==> src/rtl/nearest_block_gatherer.sv <==
// nearest_block_gatherer: scans the z-sorted block memory once per frame and
// publishes the (up to) 12 nearest upcoming blocks as a double-buffered snapshot.
// Optional build macro: NEAREST_GATHER_RESUME_EN (scan resumes from the first
// not-yet-passed block of the previous frame instead of address 0).
module nearest_block_gatherer #(
    parameter int NUM_BLOCKS  = 256,
    parameter int WINDOW_Z    = 2048,
    parameter int MEM_LATENCY = 2
) (
    input  logic                          clk_in,
    input  logic                          rst_in,
    input  logic                          frame_start_in,
    input  logic [17:0]                   curr_time_in,
    output logic [$clog2(NUM_BLOCKS)-1:0] mem_addr_out,
    input  logic [29:0]                   mem_data_in,
    input  logic [13:0]                   mem_z_in,
    output logic [11:0][11:0]             block_x_out,
    output logic [11:0][11:0]             block_y_out,
    output logic [11:0][13:0]             block_z_out,
    output logic [11:0]                   block_color_out,
    output logic [11:0][2:0]              block_direction_out,
    output logic [11:0][7:0]              block_ID_out,
    output logic [11:0]                   block_visible_out,
    output logic                          busy_out,
    output logic                          commit_out,
    output logic                          overrun_out
);
    localparam int            AW        = $clog2(NUM_BLOCKS);
    localparam int            NSLOT     = 12;
    localparam logic [AW-1:0] LAST_ADDR = AW'(NUM_BLOCKS - 1);
    localparam logic [13:0]   SENTINEL  = 14'h3FFF;
    localparam logic [31:0]   WIN       = 32'(WINDOW_Z);

    typedef enum logic [1:0] {S_IDLE, S_SCAN, S_COMMIT} state_t;

    state_t r_state, w_state_next;

    logic [13:0]                      r_time_z;
    logic [AW-1:0]                    r_addr;
    logic                             r_issue;
    logic [3:0]                       r_count;
    logic [MEM_LATENCY-1:0]           r_pipe_v;
    logic [MEM_LATENCY-1:0][AW-1:0]   r_pipe_a;

    logic [NSLOT-1:0][11:0] r_sh_x, r_sh_y;
    logic [NSLOT-1:0][13:0] r_sh_z;
    logic [NSLOT-1:0]       r_sh_col;
    logic [NSLOT-1:0][2:0]  r_sh_dir;
    logic [NSLOT-1:0][7:0]  r_sh_id;

    logic [NSLOT-1:0][11:0] r_x, r_y;
    logic [NSLOT-1:0][13:0] r_z;
    logic [NSLOT-1:0]       r_col;
    logic [NSLOT-1:0][2:0]  r_dir;
    logic [NSLOT-1:0][7:0]  r_id;
    logic [NSLOT-1:0]       r_vis;
    logic                   r_busy, r_commit, r_overrun;

    logic          w_issue, w_valid, w_passed, w_sentinel, w_in_win;
    logic          w_accept, w_stop;
    logic [AW-1:0] w_cur_addr, w_start_addr;
    logic [13:0]   w_rel;
    logic          w_unused;

    assign w_issue    = (r_state == S_SCAN) && r_issue;
    assign w_valid    = (r_state == S_SCAN) && r_pipe_v[MEM_LATENCY-1];
    assign w_cur_addr = r_pipe_a[MEM_LATENCY-1];
    assign w_passed   = mem_z_in < r_time_z;
    assign w_rel      = w_passed ? '0 : (mem_z_in - r_time_z);
    assign w_sentinel = (mem_z_in == SENTINEL);
    assign w_in_win   = {18'd0, w_rel} < WIN;
    assign w_accept   = w_valid && !w_sentinel && !w_passed && w_in_win;
    assign w_stop     = w_valid && (w_sentinel || (!w_passed && !w_in_win) ||
                                    (w_accept && (r_count == 4'd11)) ||
                                    (w_cur_addr == LAST_ADDR));
    assign w_unused   = ^{mem_data_in[1:0], curr_time_in[3:0]};

`ifdef NEAREST_GATHER_RESUME_EN
    logic [AW-1:0] r_resume, r_first_addr;
    logic          r_first_found;

    assign w_start_addr = (curr_time_in[17:4] >= r_time_z) ? r_resume : '0;

    // Remember the first not-yet-passed word of this scan; publish it at commit.
    always_ff @(posedge clk_in or posedge rst_in) begin
        if (rst_in) begin
            r_resume      <= '0;
            r_first_addr  <= '0;
            r_first_found <= 1'b0;
        end else begin
            if (r_state == S_IDLE && frame_start_in) begin
                r_first_found <= 1'b0;
            end else if (w_valid && !w_passed && !r_first_found) begin
                r_first_found <= 1'b1;
                r_first_addr  <= w_cur_addr;
            end
            if (r_state == S_COMMIT && r_first_found) begin
                r_resume <= r_first_addr;
            end
        end
    end
`else
    assign w_start_addr = '0;
`endif

    // State register.
    always_ff @(posedge clk_in or posedge rst_in) begin
        if (rst_in) r_state <= S_IDLE;
        else        r_state <= w_state_next;
    end

    // Next-state logic.
    always_comb begin
        w_state_next = r_state;
        case (r_state)
            S_IDLE:   if (frame_start_in) w_state_next = S_SCAN;
            S_SCAN:   if (w_stop)         w_state_next = S_COMMIT;
            S_COMMIT: w_state_next = S_IDLE;
            default:  w_state_next = S_IDLE;
        endcase
    end

    // Read-tag pipeline: marks which returning words belong to this scan;
    // flushed outside SCAN and on a stop so in-flight reads are discarded.
    always_ff @(posedge clk_in or posedge rst_in) begin
        if (rst_in) begin
            r_pipe_v <= '0;
            r_pipe_a <= '0;
        end else if (r_state != S_SCAN || w_stop) begin
            r_pipe_v <= '0;
        end else begin
            r_pipe_v[0] <= w_issue;
            r_pipe_a[0] <= r_addr;
            for (int unsigned i = 1; i < MEM_LATENCY; i++) begin
                r_pipe_v[i] <= r_pipe_v[i-1];
                r_pipe_a[i] <= r_pipe_a[i-1];
            end
        end
    end

    // Scan datapath: address issue, shadow fill, commit to the output snapshot.
    always_ff @(posedge clk_in or posedge rst_in) begin
        if (rst_in) begin
            r_time_z  <= '0;
            r_addr    <= '0;
            r_issue   <= 1'b0;
            r_count   <= '0;
            r_sh_x    <= '0;
            r_sh_y    <= '0;
            r_sh_z    <= '0;
            r_sh_col  <= '0;
            r_sh_dir  <= '0;
            r_sh_id   <= '0;
            r_x       <= '0;
            r_y       <= '0;
            r_z       <= '0;
            r_col     <= '0;
            r_dir     <= '0;
            r_id      <= '0;
            r_vis     <= '0;
            r_busy    <= 1'b0;
            r_commit  <= 1'b0;
            r_overrun <= 1'b0;
        end else begin
            r_commit  <= 1'b0;
            r_overrun <= frame_start_in && (r_state != S_IDLE);
            case (r_state)
                S_IDLE: begin
                    if (frame_start_in) begin
                        r_time_z <= curr_time_in[17:4];
                        r_addr   <= w_start_addr;
                        r_issue  <= 1'b1;
                        r_busy   <= 1'b1;
                    end
                end
                S_SCAN: begin
                    if (w_issue && !w_stop) begin
                        if (r_addr == LAST_ADDR) r_issue <= 1'b0;
                        else                     r_addr  <= r_addr + 1'b1;
                    end
                    if (w_accept) begin
                        r_sh_x[r_count]   <= mem_data_in[29:18];
                        r_sh_y[r_count]   <= mem_data_in[17:6];
                        r_sh_dir[r_count] <= mem_data_in[5:3];
                        r_sh_col[r_count] <= mem_data_in[2];
                        r_sh_z[r_count]   <= w_rel;
                        r_sh_id[r_count]  <= 8'(w_cur_addr);
                        r_count           <= r_count + 4'd1;
                    end
                end
                S_COMMIT: begin
                    for (int unsigned i = 0; i < NSLOT; i++) begin
                        if (i < 32'(r_count)) begin
                            r_x[i]   <= r_sh_x[i];
                            r_y[i]   <= r_sh_y[i];
                            r_z[i]   <= r_sh_z[i];
                            r_col[i] <= r_sh_col[i];
                            r_dir[i] <= r_sh_dir[i];
                            r_id[i]  <= r_sh_id[i];
                            r_vis[i] <= 1'b1;
                        end else begin
                            r_vis[i] <= 1'b0;
                        end
                    end
                    r_count  <= '0;
                    r_commit <= 1'b1;
                    r_busy   <= 1'b0;
                end
                default: ;
            endcase
        end
    end

    assign mem_addr_out        = r_addr;
    assign block_x_out         = r_x;
    assign block_y_out         = r_y;
    assign block_z_out         = r_z;
    assign block_color_out     = r_col;
    assign block_direction_out = r_dir;
    assign block_ID_out        = r_id;
    assign block_visible_out   = r_vis;
    assign busy_out            = r_busy;
    assign commit_out          = r_commit;
    assign overrun_out         = r_overrun;
endmodule

==> config.mk <==
export PLATFORM = sky130hd
export DESIGN_NAME = nearest_block_gatherer
export DESIGN_NICKNAME = d
export VERILOG_FILES = /design/src/rtl/nearest_block_gatherer.sv
export SDC_FILE = /design/constraint.sdc
export NUM_CORES = 2
export LEC_CHECK = 0
export CAP_MARGIN = 30
export CORE_ASPECT_RATIO = 1.5
export CORE_UTILIZATION = 49
export DETAILED_ROUTE_END_ITERATION = 10
export GPL_TIMING_DRIVEN = 0
export PLACE_DENSITY = 0.83
export SLEW_MARGIN = 0
export SYNTH_ARGS = -nofsm -noshare
export SYNTH_HDL_FRONTEND = slang
export SYNTH_SLANG_ARGS = --single-unit
==> constraint.sdc <==
create_clock -name clk_in -period 46.7 [get_ports clk_in]
set_input_delay 9.34 -clock clk_in [delete_from_list [all_inputs] [get_ports clk_in]]
set_output_delay 9.34 -clock clk_in [all_outputs]
set_load 0.005 [all_outputs]
==> results.sh <==
export IMPL_synth_area_per_cell_um2=16.3
export IMPL_h_tree_depth=3
export IMPL_hold_violations=0
export IMPL_hp_class="reg -> reg"
export IMPL_grt_overflow_total=0
export IMPL_ys_ff_latch=1262
export IMPL_place_area_mm2=0.0566
export IMPL_cpPeakStageDelay_ns=0.74
export IMPL_hold_buffers=0
export IMPL_drt_pre_antenna_iters=5
export IMPL_nets=3832
export IMPL_clkSlewWorstSetupHoldPaths_ns=0.07
export IMPL_drtIter0Drc=1579
export IMPL_setup_viol=0
export IMPL_post_route_min_period_ns=13.84
export IMPL_rr_startpoint="r_time_z[0]"
export IMPL_grt_pass1_vias=29600
export IMPL_final_common_cell="dfrtp_1"
export IMPL_grt_pass1_wl_mm=200
export IMPL_design_area_mm2=0.0605
export IMPL_max_slew_margin=0.289
export IMPL_fin_setup_tns_ns=0
export IMPL_cts_root_buf="clkbuf_16"
export IMPL_synth_async_reset_ratio=1.00
export IMPL_maxCapViolations=0
export IMPL_status="finished, final reports clean"
export IMPL_clock_sinks=1262
export IMPL_fillerInstances=6938
export IMPL_start_util=0.497
export IMPL_critPathCaptureType="register"
export IMPL_startpoint_type="primary input"
export IMPL_synth_cell_type_count=41
export IMPL_dp_cells=4899
export IMPL_syn_inst=2916
export IMPL_synth_edf_count=0
export IMPL_cts_tree="yes"
export IMPL_arrival_ns=14.44
export IMPL_leakage_nw=30.1
export IMPL_post_dp_hpwl_mm=99.9
export IMPL_dieArea_mm2=0.0986
export IMPL_worst_pin_slew_ns=1.07
export IMPL_crit_required_ns=47.30
export IMPL_slowest_stage="nor4_4"
export IMPL_netlist_area_mm2=0.0477
export IMPL_yosysSeqAreaShare=0.663
export IMPL_die_h_um=384
export IMPL_post_cts_buffers=0
export IMPL_insertion_delay_ns=0.74
export IMPL_peakVddDrop_v=0.0000346
export IMPL_die_w_um=257
export IMPL_io_pins=688
export IMPL_place_gp_congestion=0.864
export IMPL_drive_gt1_frac=0.380
export IMPL_powerDensity_mw_per_mm2=44.6
export IMPL_cts_buffers=111
export IMPL_fin_ws_ns=32.86
export IMPL_post_place_ws_ns=32.14
export IMPL_drt_wl_total_mm=137
export IMPL_finalNonFillerCells=5110
export IMPL_critPathMaxFanout=10
export IMPL_core_area_mm2=0.0960
export IMPL_cp_top_family="simple AND/OR/NAND/NOR gates"
export IMPL_grt_max_degree=136
export IMPL_via_per_inst=5.45
export IMPL_cp_buffers_inverters=4
export IMPL_grt_total_usage=0.280
export IMPL_final_max_slew_viol_count=0
export IMPL_antenna_left=0
export IMPL_vias=27800
export IMPL_startpoint="mem_z_in[0]"
export IMPL_path_class="in -> reg"
export IMPL_rsz0062_at_grt="no"
export IMPL_mostFrequentLayoutCells="dfrtp_1 (1,262), mux2_2 (1,170), clkdlybuf4s50_1 (681)"
export IMPL_num_rows=139
export IMPL_max_freq_ghz=0.0723
export IMPL_period_share=0.296
export IMPL_antenna_found_initial=2
export IMPL_numPortBuffers=681
export IMPL_synth_nets=3001
export IMPL_skew_ns=0.0286
export IMPL_ys_flop_type="dfrtp_1"
export IMPL_hold_start="block_visible_out[3]"
export IMPL_wl_per_cell_um=26.8
export IMPL_cts_resized=0
export IMPL_cts_path_max_buffers=3
export IMPL_areaGrowthSynthToFinish_pct=26.8
export IMPL_holdWs_ns=0.479
export IMPL_ys_warn_count=0
export IMPL_route_detailed_drc=0
export IMPL_crit_chain="clkdlybuf4s50_1 > inv_1 > ha_1 > inv_1 > fa_1 > a21oi_1 > o211ai_1 > a21oi_1 > o21ai_0 > xnor2_1 > o211ai_1 > nor4_4 > nand3_1 > clkbuf_1 > mux2_2"
path summary, 6_finish.rpt:
kind	end	depth (start not counted)	slack (ns)
max in group asynchronous	r_sh_y[29]	6	34.81
worst min register to register	block_visible_out[3]	1	0.48
worst max register to register	r_sh_id[59]	13	41.78
worst max-delay path	r_sh_id[59]	15	32.86
worst min-delay path	block_visible_out[3]	1	0.48
min in group asynchronous	r_sh_x[22]	2	9.06
layer usage:
metal / part of all wire / routed length [um] / up-vias / track usage
li1: - / - / 11900 / -
met1: 0.38 / 51600 / 14800 / 0.331
met2: 0.50 / 68900 / 917 / 0.475
met3: 0.061 / 8300 / 287 / 0.0612
met4: 0.058 / 7930 / 0 / 0.154
met5: 0 / 0 / - / 0
synth_stat cells (8+ instances only):
master / count / area, um2
dfrtp_1: 1262 / 31600
mux2_2: 1170 / 13200
clkbuf_1: 117 / 439
nand2_1: 40 / 150
buf_2: 37 / 185
and2_1: 33 / 206
inv_1: 24 / 90.1
mux2_1: 24 / 270
nor2_1: 24 / 90.1
buf_6: 21 / 236
a21oi_1: 20 / 100
ha_1: 19 / 238
nand3_1: 14 / 70.1
nor2b_1: 13 / 81.3
o21ai_0: 11 / 55.1
mux2i_1: 10 / 100
nand4_1: 10 / 62.6
a21o_1: 8 / 60.1
and3_1: 8 / 50.1
nand2b_1: 8 / 50.1
registers in the layout (all words and copies together), names as in the netlist, 36 cells and up:
signal	flops
block_ID_out	96
block_direction_out	36
block_x_out	144
block_y_out	144
block_z_out	168
r_sh_dir	36
r_sh_id	96
r_sh_x	144
r_sh_y	144
r_sh_z	168
metrics by stage:
stage           util  total power, mW
4_1_cts        0.629             2.72
6_report       0.630             2.70
3_5_place_dp   0.590             1.78
5_1_grt        0.630             2.80
3_3_place_gp   0.584             1.75
2_1_floorplan      -             1.56
final cells by class:
class,instances,area [um2],area share
Clock inverter,41,438,0.00724
Buffer,181,883,0.0146
Multi-Input combinational cell,1448,15100,0.250
Inverter,25,101,0.00168
Clock buffer,165,3320,0.0549
Antenna cell,1,2.50,0.0000414
Sequential cell,1262,31600,0.522
Timing Repair Buffer,718,7430,0.123
Tap cell,1269,1590,0.0263
cell families (layout without fill, tap and decap cells):
group                      Yosys count  in the layout  synth area share
DFF                               1262           1262             0.663
muxes                             1204           1204             0.284
buffers and inverters              206           1130            0.0205
and+or+nand+nor                    161            161            0.0187
AOI/OAI and AO/OA                   53             53           0.00685
adders and majority gates           20             20           0.00541
xor gates and xnor gates            10             10           0.00184
other                                0              1                 0
power by group:
part	total, mW	switching (mW)	internal (mW)
registers	1.30	0.0771	1.23
clock network	0.940	0.413	0.527
logic	0.455	0.239	0.216
No activity file was read; power rests on OpenSTA's default activity.
